==> src/rtl/id_stage_if.sv <==
// Fetch/write-back inputs and decoded outputs of the RV32I decode stage.
// master drives fetch/WB side and consumes decode results; slave is the decode stage.
interface id_stage_if;
  logic        stall_d;
  logic        flush_d;
  logic [31:0] instr_f;
  logic [31:0] pc_f;
  logic [31:0] pcp4_f;
  logic        wb_en;
  logic [4:0]  wb_rd;
  logic [31:0] wb_data;

  logic [31:0] pc_d;
  logic [31:0] pcp4_d;
  logic [4:0]  rs1_d;
  logic [4:0]  rs2_d;
  logic [4:0]  rd_d;
  logic [31:0] rd1_d;
  logic [31:0] rd2_d;
  logic [31:0] imm_d;
  logic [2:0]  funct3_d;
  logic        reg_write_d;
  logic        mem_read_d;
  logic        mem_write_d;
  logic        branch_d;
  logic        jump_d;
  logic        jalr_d;
  logic        alu_a_src_d;
  logic        alu_b_src_d;
  logic [3:0]  alu_ctrl_d;
  logic [1:0]  result_src_d;
  logic        illegal_d;

  modport master (
    output stall_d, flush_d, instr_f, pc_f, pcp4_f, wb_en, wb_rd, wb_data,
    input  pc_d, pcp4_d, rs1_d, rs2_d, rd_d, rd1_d, rd2_d, imm_d, funct3_d,
           reg_write_d, mem_read_d, mem_write_d, branch_d, jump_d, jalr_d,
           alu_a_src_d, alu_b_src_d, alu_ctrl_d, result_src_d, illegal_d
  );

  modport slave (
    input  stall_d, flush_d, instr_f, pc_f, pcp4_f, wb_en, wb_rd, wb_data,
    output pc_d, pcp4_d, rs1_d, rs2_d, rd_d, rd1_d, rd2_d, imm_d, funct3_d,
           reg_write_d, mem_read_d, mem_write_d, branch_d, jump_d, jalr_d,
           alu_a_src_d, alu_b_src_d, alu_ctrl_d, result_src_d, illegal_d
  );
endinterface

==> src/rtl/id_stage.sv <==
// RV32I decode stage: IF/ID register with stall/flush, instruction decoder and
// 32x32 register file with write-first bypass from write-back.
module id_stage #(
  parameter logic [31:0] NOP_INSTR = 32'h0000_0013,
  parameter logic [31:0] RESET_PC  = 32'h0000_0000
) (
  input logic   clk,
  input logic   rst,
  id_stage_if.slave bus
);

  localparam logic [6:0] OP_R      = 7'b0110011;
  localparam logic [6:0] OP_I      = 7'b0010011;
  localparam logic [6:0] OP_LOAD   = 7'b0000011;
  localparam logic [6:0] OP_STORE  = 7'b0100011;
  localparam logic [6:0] OP_BRANCH = 7'b1100011;
  localparam logic [6:0] OP_JAL    = 7'b1101111;
  localparam logic [6:0] OP_JALR   = 7'b1100111;
  localparam logic [6:0] OP_LUI    = 7'b0110111;
  localparam logic [6:0] OP_AUIPC  = 7'b0010111;
  localparam logic [6:0] OP_FENCE  = 7'b0001111;
  localparam logic [6:0] OP_SYSTEM = 7'b1110011;

  localparam logic [3:0] ALU_ADD    = 4'd0;
  localparam logic [3:0] ALU_SUB    = 4'd1;
  localparam logic [3:0] ALU_SLL    = 4'd2;
  localparam logic [3:0] ALU_SLT    = 4'd3;
  localparam logic [3:0] ALU_SLTU   = 4'd4;
  localparam logic [3:0] ALU_XOR    = 4'd5;
  localparam logic [3:0] ALU_SRL    = 4'd6;
  localparam logic [3:0] ALU_SRA    = 4'd7;
  localparam logic [3:0] ALU_OR     = 4'd8;
  localparam logic [3:0] ALU_AND    = 4'd9;
  localparam logic [3:0] ALU_PASS_B = 4'd10;

  logic [31:0] instr_q;
  logic [31:0] pc_q;
  logic [31:0] pcp4_q;
  logic [31:0] rf [32];

  always_ff @(posedge clk) begin
    if (rst || bus.flush_d) begin
      instr_q <= NOP_INSTR;
      pc_q    <= RESET_PC;
      pcp4_q  <= RESET_PC;
    end else if (!bus.stall_d) begin
      instr_q <= bus.instr_f;
      pc_q    <= bus.pc_f;
      pcp4_q  <= bus.pcp4_f;
    end
  end

  always_ff @(posedge clk) begin
    if (rst) begin
      for (int i = 0; i < 32; i++) rf[i] <= '0;
    end else if (bus.wb_en && bus.wb_rd != 5'd0) begin
      rf[bus.wb_rd] <= bus.wb_data;
    end
  end

  logic [6:0] opcode;
  logic [2:0] funct3;
  logic [4:0] rs1;
  logic [4:0] rs2;

  assign opcode = instr_q[6:0];
  assign funct3 = instr_q[14:12];
  assign rs1    = instr_q[19:15];
  assign rs2    = instr_q[24:20];

  // Write-first: a same-cycle write-back to the source register is forwarded.
  function automatic logic [31:0] read_port(input logic [4:0] rs, input logic [31:0] stored,
                                            input logic we, input logic [4:0] wa,
                                            input logic [31:0] wd);
    if (rs == 5'd0)             return 32'd0;
    else if (we && wa == rs)    return wd;
    else                        return stored;
  endfunction

  always_comb begin
    bus.rd1_d = read_port(rs1, rf[rs1], bus.wb_en, bus.wb_rd, bus.wb_data);
    bus.rd2_d = read_port(rs2, rf[rs2], bus.wb_en, bus.wb_rd, bus.wb_data);
  end

  logic [31:0] imm_i, imm_s, imm_b, imm_u, imm_j;

  assign imm_i = {{20{instr_q[31]}}, instr_q[31:20]};
  assign imm_s = {{20{instr_q[31]}}, instr_q[31:25], instr_q[11:7]};
  assign imm_b = {{19{instr_q[31]}}, instr_q[31], instr_q[7], instr_q[30:25], instr_q[11:8], 1'b0};
  assign imm_u = {instr_q[31:12], 12'b0};
  assign imm_j = {{11{instr_q[31]}}, instr_q[31], instr_q[19:12], instr_q[20], instr_q[30:21], 1'b0};

  // SUB only exists for register-register ops; immediate shifts still honour SRAI.
  function automatic logic [3:0] alu_op(input logic [2:0] f3, input logic alt, input logic reg_op);
    case (f3)
      3'd0:    return (alt && reg_op) ? ALU_SUB : ALU_ADD;
      3'd1:    return ALU_SLL;
      3'd2:    return ALU_SLT;
      3'd3:    return ALU_SLTU;
      3'd4:    return ALU_XOR;
      3'd5:    return alt ? ALU_SRA : ALU_SRL;
      3'd6:    return ALU_OR;
      default: return ALU_AND;
    endcase
  endfunction

  always_comb begin
    bus.reg_write_d  = 1'b0;
    bus.mem_read_d   = 1'b0;
    bus.mem_write_d  = 1'b0;
    bus.branch_d     = 1'b0;
    bus.jump_d       = 1'b0;
    bus.jalr_d       = 1'b0;
    bus.alu_a_src_d  = 1'b0;
    bus.alu_b_src_d  = 1'b0;
    bus.alu_ctrl_d   = ALU_ADD;
    bus.result_src_d = 2'b00;
    bus.imm_d        = 32'd0;
    bus.illegal_d    = 1'b0;
    case (opcode)
      OP_R: begin
        bus.reg_write_d = 1'b1;
        bus.alu_ctrl_d  = alu_op(funct3, instr_q[30], 1'b1);
      end
      OP_I: begin
        bus.reg_write_d = 1'b1;
        bus.alu_b_src_d = 1'b1;
        bus.alu_ctrl_d  = alu_op(funct3, instr_q[30], 1'b0);
        bus.imm_d       = imm_i;
      end
      OP_LOAD: begin
        bus.reg_write_d  = 1'b1;
        bus.mem_read_d   = 1'b1;
        bus.alu_b_src_d  = 1'b1;
        bus.result_src_d = 2'b01;
        bus.imm_d        = imm_i;
      end
      OP_STORE: begin
        bus.mem_write_d = 1'b1;
        bus.alu_b_src_d = 1'b1;
        bus.imm_d       = imm_s;
      end
      OP_BRANCH: begin
        bus.branch_d   = 1'b1;
        bus.alu_ctrl_d = ALU_SUB;
        bus.imm_d      = imm_b;
      end
      OP_JAL: begin
        bus.reg_write_d  = 1'b1;
        bus.jump_d       = 1'b1;
        bus.result_src_d = 2'b10;
        bus.imm_d        = imm_j;
      end
      OP_JALR: begin
        bus.reg_write_d  = 1'b1;
        bus.jalr_d       = 1'b1;
        bus.alu_b_src_d  = 1'b1;
        bus.result_src_d = 2'b10;
        bus.imm_d        = imm_i;
      end
      OP_LUI: begin
        bus.reg_write_d = 1'b1;
        bus.alu_b_src_d = 1'b1;
        bus.alu_ctrl_d  = ALU_PASS_B;
        bus.imm_d       = imm_u;
      end
      OP_AUIPC: begin
        bus.reg_write_d = 1'b1;
        bus.alu_a_src_d = 1'b1;
        bus.alu_b_src_d = 1'b1;
        bus.imm_d       = imm_u;
      end
      OP_FENCE, OP_SYSTEM: ;
      default: bus.illegal_d = 1'b1;
    endcase
  end

  assign bus.pc_d     = pc_q;
  assign bus.pcp4_d   = pcp4_q;
  assign bus.rs1_d    = rs1;
  assign bus.rs2_d    = rs2;
  assign bus.rd_d     = instr_q[11:7];
  assign bus.funct3_d = funct3;

endmodule

==> src/flat_wrapper.sv <==
// flat-port wrapper written by rule: the top's interface ports become plain ports
module id_stage_flat 
#(
  parameter logic [31:0] NOP_INSTR = 32'h0000_0013,
  parameter logic [31:0] RESET_PC  = 32'h0000_0000
)
  (clk, rst, bus_stall_d, bus_flush_d, bus_instr_f, bus_pc_f, bus_pcp4_f, bus_wb_en, bus_wb_rd, bus_wb_data, bus_pc_d, bus_pcp4_d, bus_rs1_d, bus_rs2_d, bus_rd_d, bus_rd1_d, bus_rd2_d, bus_imm_d, bus_funct3_d, bus_reg_write_d, bus_mem_read_d, bus_mem_write_d, bus_branch_d, bus_jump_d, bus_jalr_d, bus_alu_a_src_d, bus_alu_b_src_d, bus_alu_ctrl_d, bus_result_src_d, bus_illegal_d);
  id_stage_if bus_i ();
  input logic clk;
  input logic rst;
  input wire logic [$bits(bus_i.stall_d)-1:0] bus_stall_d;
  input wire logic [$bits(bus_i.flush_d)-1:0] bus_flush_d;
  input wire logic [$bits(bus_i.instr_f)-1:0] bus_instr_f;
  input wire logic [$bits(bus_i.pc_f)-1:0] bus_pc_f;
  input wire logic [$bits(bus_i.pcp4_f)-1:0] bus_pcp4_f;
  input wire logic [$bits(bus_i.wb_en)-1:0] bus_wb_en;
  input wire logic [$bits(bus_i.wb_rd)-1:0] bus_wb_rd;
  input wire logic [$bits(bus_i.wb_data)-1:0] bus_wb_data;
  output wire logic [$bits(bus_i.pc_d)-1:0] bus_pc_d;
  output wire logic [$bits(bus_i.pcp4_d)-1:0] bus_pcp4_d;
  output wire logic [$bits(bus_i.rs1_d)-1:0] bus_rs1_d;
  output wire logic [$bits(bus_i.rs2_d)-1:0] bus_rs2_d;
  output wire logic [$bits(bus_i.rd_d)-1:0] bus_rd_d;
  output wire logic [$bits(bus_i.rd1_d)-1:0] bus_rd1_d;
  output wire logic [$bits(bus_i.rd2_d)-1:0] bus_rd2_d;
  output wire logic [$bits(bus_i.imm_d)-1:0] bus_imm_d;
  output wire logic [$bits(bus_i.funct3_d)-1:0] bus_funct3_d;
  output wire logic [$bits(bus_i.reg_write_d)-1:0] bus_reg_write_d;
  output wire logic [$bits(bus_i.mem_read_d)-1:0] bus_mem_read_d;
  output wire logic [$bits(bus_i.mem_write_d)-1:0] bus_mem_write_d;
  output wire logic [$bits(bus_i.branch_d)-1:0] bus_branch_d;
  output wire logic [$bits(bus_i.jump_d)-1:0] bus_jump_d;
  output wire logic [$bits(bus_i.jalr_d)-1:0] bus_jalr_d;
  output wire logic [$bits(bus_i.alu_a_src_d)-1:0] bus_alu_a_src_d;
  output wire logic [$bits(bus_i.alu_b_src_d)-1:0] bus_alu_b_src_d;
  output wire logic [$bits(bus_i.alu_ctrl_d)-1:0] bus_alu_ctrl_d;
  output wire logic [$bits(bus_i.result_src_d)-1:0] bus_result_src_d;
  output wire logic [$bits(bus_i.illegal_d)-1:0] bus_illegal_d;
  assign bus_i.stall_d = bus_stall_d;
  assign bus_i.flush_d = bus_flush_d;
  assign bus_i.instr_f = bus_instr_f;
  assign bus_i.pc_f = bus_pc_f;
  assign bus_i.pcp4_f = bus_pcp4_f;
  assign bus_i.wb_en = bus_wb_en;
  assign bus_i.wb_rd = bus_wb_rd;
  assign bus_i.wb_data = bus_wb_data;
  assign bus_pc_d = bus_i.pc_d;
  assign bus_pcp4_d = bus_i.pcp4_d;
  assign bus_rs1_d = bus_i.rs1_d;
  assign bus_rs2_d = bus_i.rs2_d;
  assign bus_rd_d = bus_i.rd_d;
  assign bus_rd1_d = bus_i.rd1_d;
  assign bus_rd2_d = bus_i.rd2_d;
  assign bus_imm_d = bus_i.imm_d;
  assign bus_funct3_d = bus_i.funct3_d;
  assign bus_reg_write_d = bus_i.reg_write_d;
  assign bus_mem_read_d = bus_i.mem_read_d;
  assign bus_mem_write_d = bus_i.mem_write_d;
  assign bus_branch_d = bus_i.branch_d;
  assign bus_jump_d = bus_i.jump_d;
  assign bus_jalr_d = bus_i.jalr_d;
  assign bus_alu_a_src_d = bus_i.alu_a_src_d;
  assign bus_alu_b_src_d = bus_i.alu_b_src_d;
  assign bus_alu_ctrl_d = bus_i.alu_ctrl_d;
  assign bus_result_src_d = bus_i.result_src_d;
  assign bus_illegal_d = bus_i.illegal_d;
  id_stage #(.NOP_INSTR(NOP_INSTR), .RESET_PC(RESET_PC)) u_core (.clk(clk), .rst(rst), .bus(bus_i));
endmodule
==> config.mk <==
export PLATFORM = sky130hd
export DESIGN_NAME = id_stage_flat
export DESIGN_NICKNAME = d
export VERILOG_FILES = /design/src/rtl/id_stage_if.sv /design/src/rtl/id_stage.sv /design/src/flat_wrapper.sv
export SDC_FILE = /design/constraint.sdc
export NUM_CORES = 2
export LEC_CHECK = 0
export CAP_MARGIN = 15
export CORE_MARGIN = 3
export CORE_UTILIZATION = 30
export DETAILED_ROUTE_END_ITERATION = 8
export PLACE_DENSITY = 0.51
export REMOVE_ABC_BUFFERS = 1
export SLEW_MARGIN = 20
export SYNTH_ARGS = -nofsm -noshare
export SYNTH_HDL_FRONTEND = slang
export SYNTH_SLANG_ARGS = --single-unit
==> constraint.sdc <==
create_clock -name clk -period 6.23 [get_ports clk]
set_clock_uncertainty 0.05 [all_clocks]
set_input_delay 1.5575 -clock clk [delete_from_list [all_inputs] [get_ports clk]]
set_output_delay 1.5575 -clock clk [all_outputs]
set_load 0.02 [all_outputs]
Word-level counts from Yosys, hierarchy flattened
Memory sizes are Yosys's and may differ from the RTL's. A register that Yosys moved wholly into a read port is not among the register bits.
Cells that the tools add are included.
Storage, ports and cells
  bits in writable memories: 1024
  flip-flop bits (word level): 96
  bits of input ports: 138
  memories: 1
  word-level logic and storage cells: 70
  output and inout bits: 193
Memory list
  u_core.rf: depth 32, bits a word 32, read ports 2, clocked after memory_dff 2, write ports 32, line id_stage.sv:39  | logic [31:0] rf [32];
Cells by class
  reductions and logical operators: 15
  multiplexer cells: 32
  equality and inequality tests: 19
Operators by type and width (count)
  2-to-1 mux 32 bit: 5
  case mux 32 bit (5 select lines): 1
  case mux 4 bit (7 select lines): 2
  OR reduction 32 bit: 1
  equality test 7 bit (second input constant): 4
  2-to-1 mux 5 bit: 5
  equality test 7 x 6 -> 1 bit (second input constant): 3
  2-to-1 mux 1 bit: 17
  case mux 4 bit (4 select lines): 1
  equality test 7 x 5 -> 1 bit (second input constant): 2
  OR reduction 11 bit: 1
  equality test 5 bit: 2
  zero test 5 bit: 2
  equality test 3 bit (second input constant): 3
  equality test 7 x 2 -> 1 bit (second input constant): 1
  equality test 7 x 4 -> 1 bit (second input constant): 1
  OR reduction 7 bit: 1
  equality test 3 x 2 -> 1 bit (second input constant): 2
  OR reduction 6 bit: 1
  nonzero test 5 bit: 1
  case mux 2 bit (2 select lines): 1
  OR reduction 2 bit: 2
  equality test 3 x 1 -> 1 bit (second input constant): 1
  logical AND 1 bit: 3
  3 further kinds: 3

Longest topological paths before layout
  word-level depth: 7
  gate-level depth with buffers: 10
  depth with buffers taken out: 5

Least setup slack after synthesis
Ideal clock, no wire load.
  path type: input-to-output
  start: in bus_wb_rd[3]
  end: out bus_rd2_d[13]
  buffers on the path: 2
  slack: 1.366 ns
  data arrival time: 3.257 ns
  stages on the path: 7
  data required time: 4.622 ns
  cell sequence: clkbuf_1 -> xor2_1 -> nor4_1 -> and2_1 -> clkbuf_1 -> a311oi_1 -> a31oi_1
Between the ends
  longest elaborated chain between the ends: 4
Ends and longest elaborated chain
  start, declared: line flat_wrapper.sv:17  | input wire logic [$bits(bus_i.wb_rd)-1:0] bus_wb_rd;
  equality test 5 bit: line id_stage.sv:76  | else if (we && wa == rs) return wd;
  logical AND 1 bit: line id_stage.sv:76
  2-to-1 mux 32 bit: line id_stage.sv:76
  2-to-1 mux 32 bit: line id_stage.sv:75  | if (rs == 5'd0) return 32'd0;
  end, declared: line flat_wrapper.sv:25  | output wire logic [$bits(bus_i.rd2_d)-1:0] bus_rd2_d;
No other way between the ends.

Final worst setup path
Same ends and word-level chain as after synthesis.

==> flow_metrics.py <==
metrics = {
    "run_status": {
        "outcome": "complete, no violations",
    },
    "sta": {
        "final.setup.worst_slack_ns": 0.0320,
        "grt_setup_unrepaired": "false",
        "max_freq_mhz": 161,
        "setup_viol_count_final": 0,
        "final_min_period_over_clock_period_pct": 99.5,
        "rel_slew_slack_pct": 27.4,
        "max_slew.worst_pin.slew_ns": 1.09,
        "timing.final.crit_period_ns": 6.20,
        "timing.final.hold_violations": 0,
        "final_max_slew_viol_count": 0,
    },
    "setup_path": {
        "cp_slowest_stage_delay_ns": 0.67,
        "setup.worst_path.start": "bus_wb_rd[3]",
        "worst_path_max_delay_cell": "sky130_fd_sc_hd__clkdlybuf4s50_1",
        "critical_path.max_fanout": 10,
        "crit_chain": "clkdlybuf4s50_1, xor2_1, nor4_2, buf_4, and2_1, buf_12, a311oi_1, a31oi_1, clkdlybuf4s50_1",
        "capture_point_of_the_worst_path": "bus_rd2_d[13]",
        "crit_type": "input port to output port",
        "rr_endpoint": "u_core.instr_q[16]$_SDFFE_PP0N_",
        "worstReg2RegStart": "u_core.instr_q[16]$_SDFFE_PP0N_",
        "cell_count_of_the_worst_reg_to_reg_path": 2,
        "cp_common_cell": "sky130_fd_sc_hd__clkdlybuf4s50_1",
        "worst_ep_required_time_ns": 4.62,
        "crit_path_start_kind": "input port",
        "element_type_at_the_critical_path_end": "output port",
        "timing.critical_path.arrival_ns": 4.59,
        "ff2ff_setup_slack_ns": 4.90,
    },
    "finish": {
        "num-fill-cells": 19100,
        "final-instance-count-excl-fill": 7463,
        "post_route_cells_drive_above_1_share_pct": 18.7,
        "final_net_count": 4834,
        "layout-area-overhead-vs-synth_pct": 19.0,
        "multiInputGateArea_mm2": 0.0255,
        "seq_area_mm2": 0.0329,
    },
    "global_route": {
        "pin_count_of_the_biggest_net_entering_global_routing": 75,
        "grt-ovfl-total": 0,
        "grt_pass1_vias": 42600,
        "wire_length_of_the_first_global_routing_pass_um": 351000,
        "antenna_found_initial": 30,
        "gr-usage-all-layers_pct": 24.4,
    },
    "clocking": {
        "cts_made_buffers": 132,
        "path_clk_slew_ns": 0.05,
        "post_cts_buffers": 0,
        "clock-sinks": 1130,
        "cts_root_buf": "sky130_fd_sc_hd__clkbuf_16",
        "clock_tree_from_tritoncts": "built",
        "clk-insertion-delay-late_ns": 0.77,
        "cts_buffer_depth": 3,
        "htree_num_levels": 4,
    },
    "logic_synthesis": {
        "top_cells_by_count_synth": "1024 x sky130_fd_sc_hd__edfxtp_1, 1008 x sky130_fd_sc_hd__and2_1, 486 x sky130_fd_sc_hd__mux2i_1",
        "synth.area.top_cells": "sky130_fd_sc_hd__edfxtp_1 51%, sky130_fd_sc_hd__mux4_2 12%, sky130_fd_sc_hd__and2_1 10%, sky130_fd_sc_hd__mux2i_1 8.1%, sky130_fd_sc_hd__dfxtp_1 3.5%",
        "synth.top_cell.area_share_pct": 50.9,
        "total_number_of_yosys_warnings": 0,
        "synthCells": 4426,
        "seq_area_frac_synth_pct": 54.5,
        "netlist-cell-type-count": 65,
        "synth_top_flop_cell": "sky130_fd_sc_hd__edfxtp_1",
        "syn-cell-area_mm2": 0.0604,
        "asyncSetResetFlopFracSynth_pct": 0,
        "synth.ff_latch_count": 1130,
        "synth_edf_count": 1024,
        "post-synth-top-area-cell": "sky130_fd_sc_hd__edfxtp_1",
        "syn_area_per_cell_um2": 13.6,
        "dominant_cell_by_count_in_the_synthesized_netlist": "sky130_fd_sc_hd__edfxtp_1",
    },
    "floorplan": {
        "io_pins": 331,
        "fp.coreArea_mm2": 0.200,
        "die-area_mm2": 0.207,
        "die_boundary_width_um": 455,
        "placement_rows": 164,
        "initial_utilization_pct": 30.2,
        "chipHeight_um": 455,
    },
    "placed_design": {
        "gp_congestion": 0.857,
        "post-dp-hpwl_um": 161000,
        "dp_worst_setup_slack_ns": -0.105,
        "port_buffers": 330,
        "place_inst": 7218,
    },
    "drt": {
        "route.detailed.vias_per_inst": 5.68,
        "drt_wl_total_um": 257000,
        "post_route_ant_nets": 0,
        "vias": 42400,
        "drc": 0,
        "detailedRoute.firstPassIterationCount": 6,
        "route.detailed.wl_per_inst_um": 34.4,
        "first_iter_violations": 5721,
    },
    "pwr": {
        "powerDensity_mw_per_mm2": 264,
        "total_power_uw": 19000,
        "leakage_uw": 0.0239,
        "max-vdd-ir-drop_uv": 223,
    },
    "hold_path": {
        "min-delay-path-class": "register to register",
    },
    "job": {
        "max_cap_violations": 0,
    },
}
-- through the flow --
stage	hold slack [ns]	util [%]	area [µm²]	TNS [ns]
after CTS	0.447	35.9	71800	0
after global routing	0.484	35.9	71800	0
after detailed placement	0.435	33.8	67600	-0.150
after floorplan	0.428	-	58100	-634.50
after global placement	0.422	33.8	67600	-0.416
final	0.445	35.9	71800	0
-- registers in the layout (all words and copies together), names as in the netlist, named ones only --
name	count
u_core.instr_q	32
u_core.bus.pcp4_d	32
u_core.rf	1024
u_core.bus.pc_d	32
-- final cells by class --
cell class | count | area share, %
Inverter | 9 | 0.0523
Tap cell | 2656 | 4.63
Clock buffer | 183 | 5.10
Sequential cell | 1130 | 45.8
Clock inverter | 55 | 0.737
Multi-Input combinational cell | 2842 | 35.5
Timing Repair Buffer | 581 | 8.15
Antenna cell | 7 | 0.0244
-- placed cells by master, fill, tap and decap left out, drive strengths merged, types with 106 or more instances in the layout --
master,n
dfxtp,106
and2,1008
clkdlybuf4s50,291
clkbuf,183
nor2,163
a221oi,166
mux4,330
edfxtp,1024
buf,290
mux2i,486
-- kinds of logic after synthesis --
logic type / after synthesis / synth area share [%]
xor+xnor: 10 / 0.145
buf+inv: 485 / 4.00
other cells: 1 / 0.00621
flops: 1130 / 54.5
simple gates: 1393 / 13.5
mux: 816 / 20.4
compound gates: 591 / 7.52
-- what timing repair did --
item                       CTS  global route
resized for setup            1             0
hold buffers                 0             0
setup endpoints to repair    3             0
-- where the power goes --
group	internal [µW]	leakage, µW	switching (µW)
combinational	914	0.0112	1400
clock	4450	0.00204	3330
sequential	8660	0.0106	230
-- worst min path at each step --
stage                                          to  cells after the start                                from
2_1_floorplan     u_core.instr_q[25]$_SDFFE_PP0N_                      2     u_core.instr_q[25]$_SDFFE_PP0N_
3_3_place_gp   u_core.bus.pcp4_d[28]$_SDFFE_PP0N_                      2  u_core.bus.pcp4_d[28]$_SDFFE_PP0N_
3_5_place_dp   u_core.bus.pcp4_d[28]$_SDFFE_PP0N_                      2  u_core.bus.pcp4_d[28]$_SDFFE_PP0N_
4_1_cts           u_core.bus.pc_d[2]$_SDFFE_PP0N_                      2     u_core.bus.pc_d[2]$_SDFFE_PP0N_
5_1_grt          u_core.bus.pc_d[28]$_SDFFE_PP0N_                      2    u_core.bus.pc_d[28]$_SDFFE_PP0N_
6_report          u_core.bus.pc_d[2]$_SDFFE_PP0N_                      2     u_core.bus.pc_d[2]$_SDFFE_PP0N_
-- layer usage --
layer  GRT usage [%]  vias up  routed length [µm]
met1            32.2    22000              102000
li1                -    17400                   -
met5               0        -                  13
met2            38.9     2569              118000
met3            5.63      467               25800
met4            9.51        2               10900
-- critical path: cells and delay by family --
family | cells | cell delay (ns)
AO/OA/AOI/OAI | 2 | 0.36
buffers and inverters | 4 | 1.69
XOR/XNOR | 1 | 0.24
AND/OR/NAND/NOR | 2 | 0.72
Note: power is estimated with default switching activity, not from simulation.
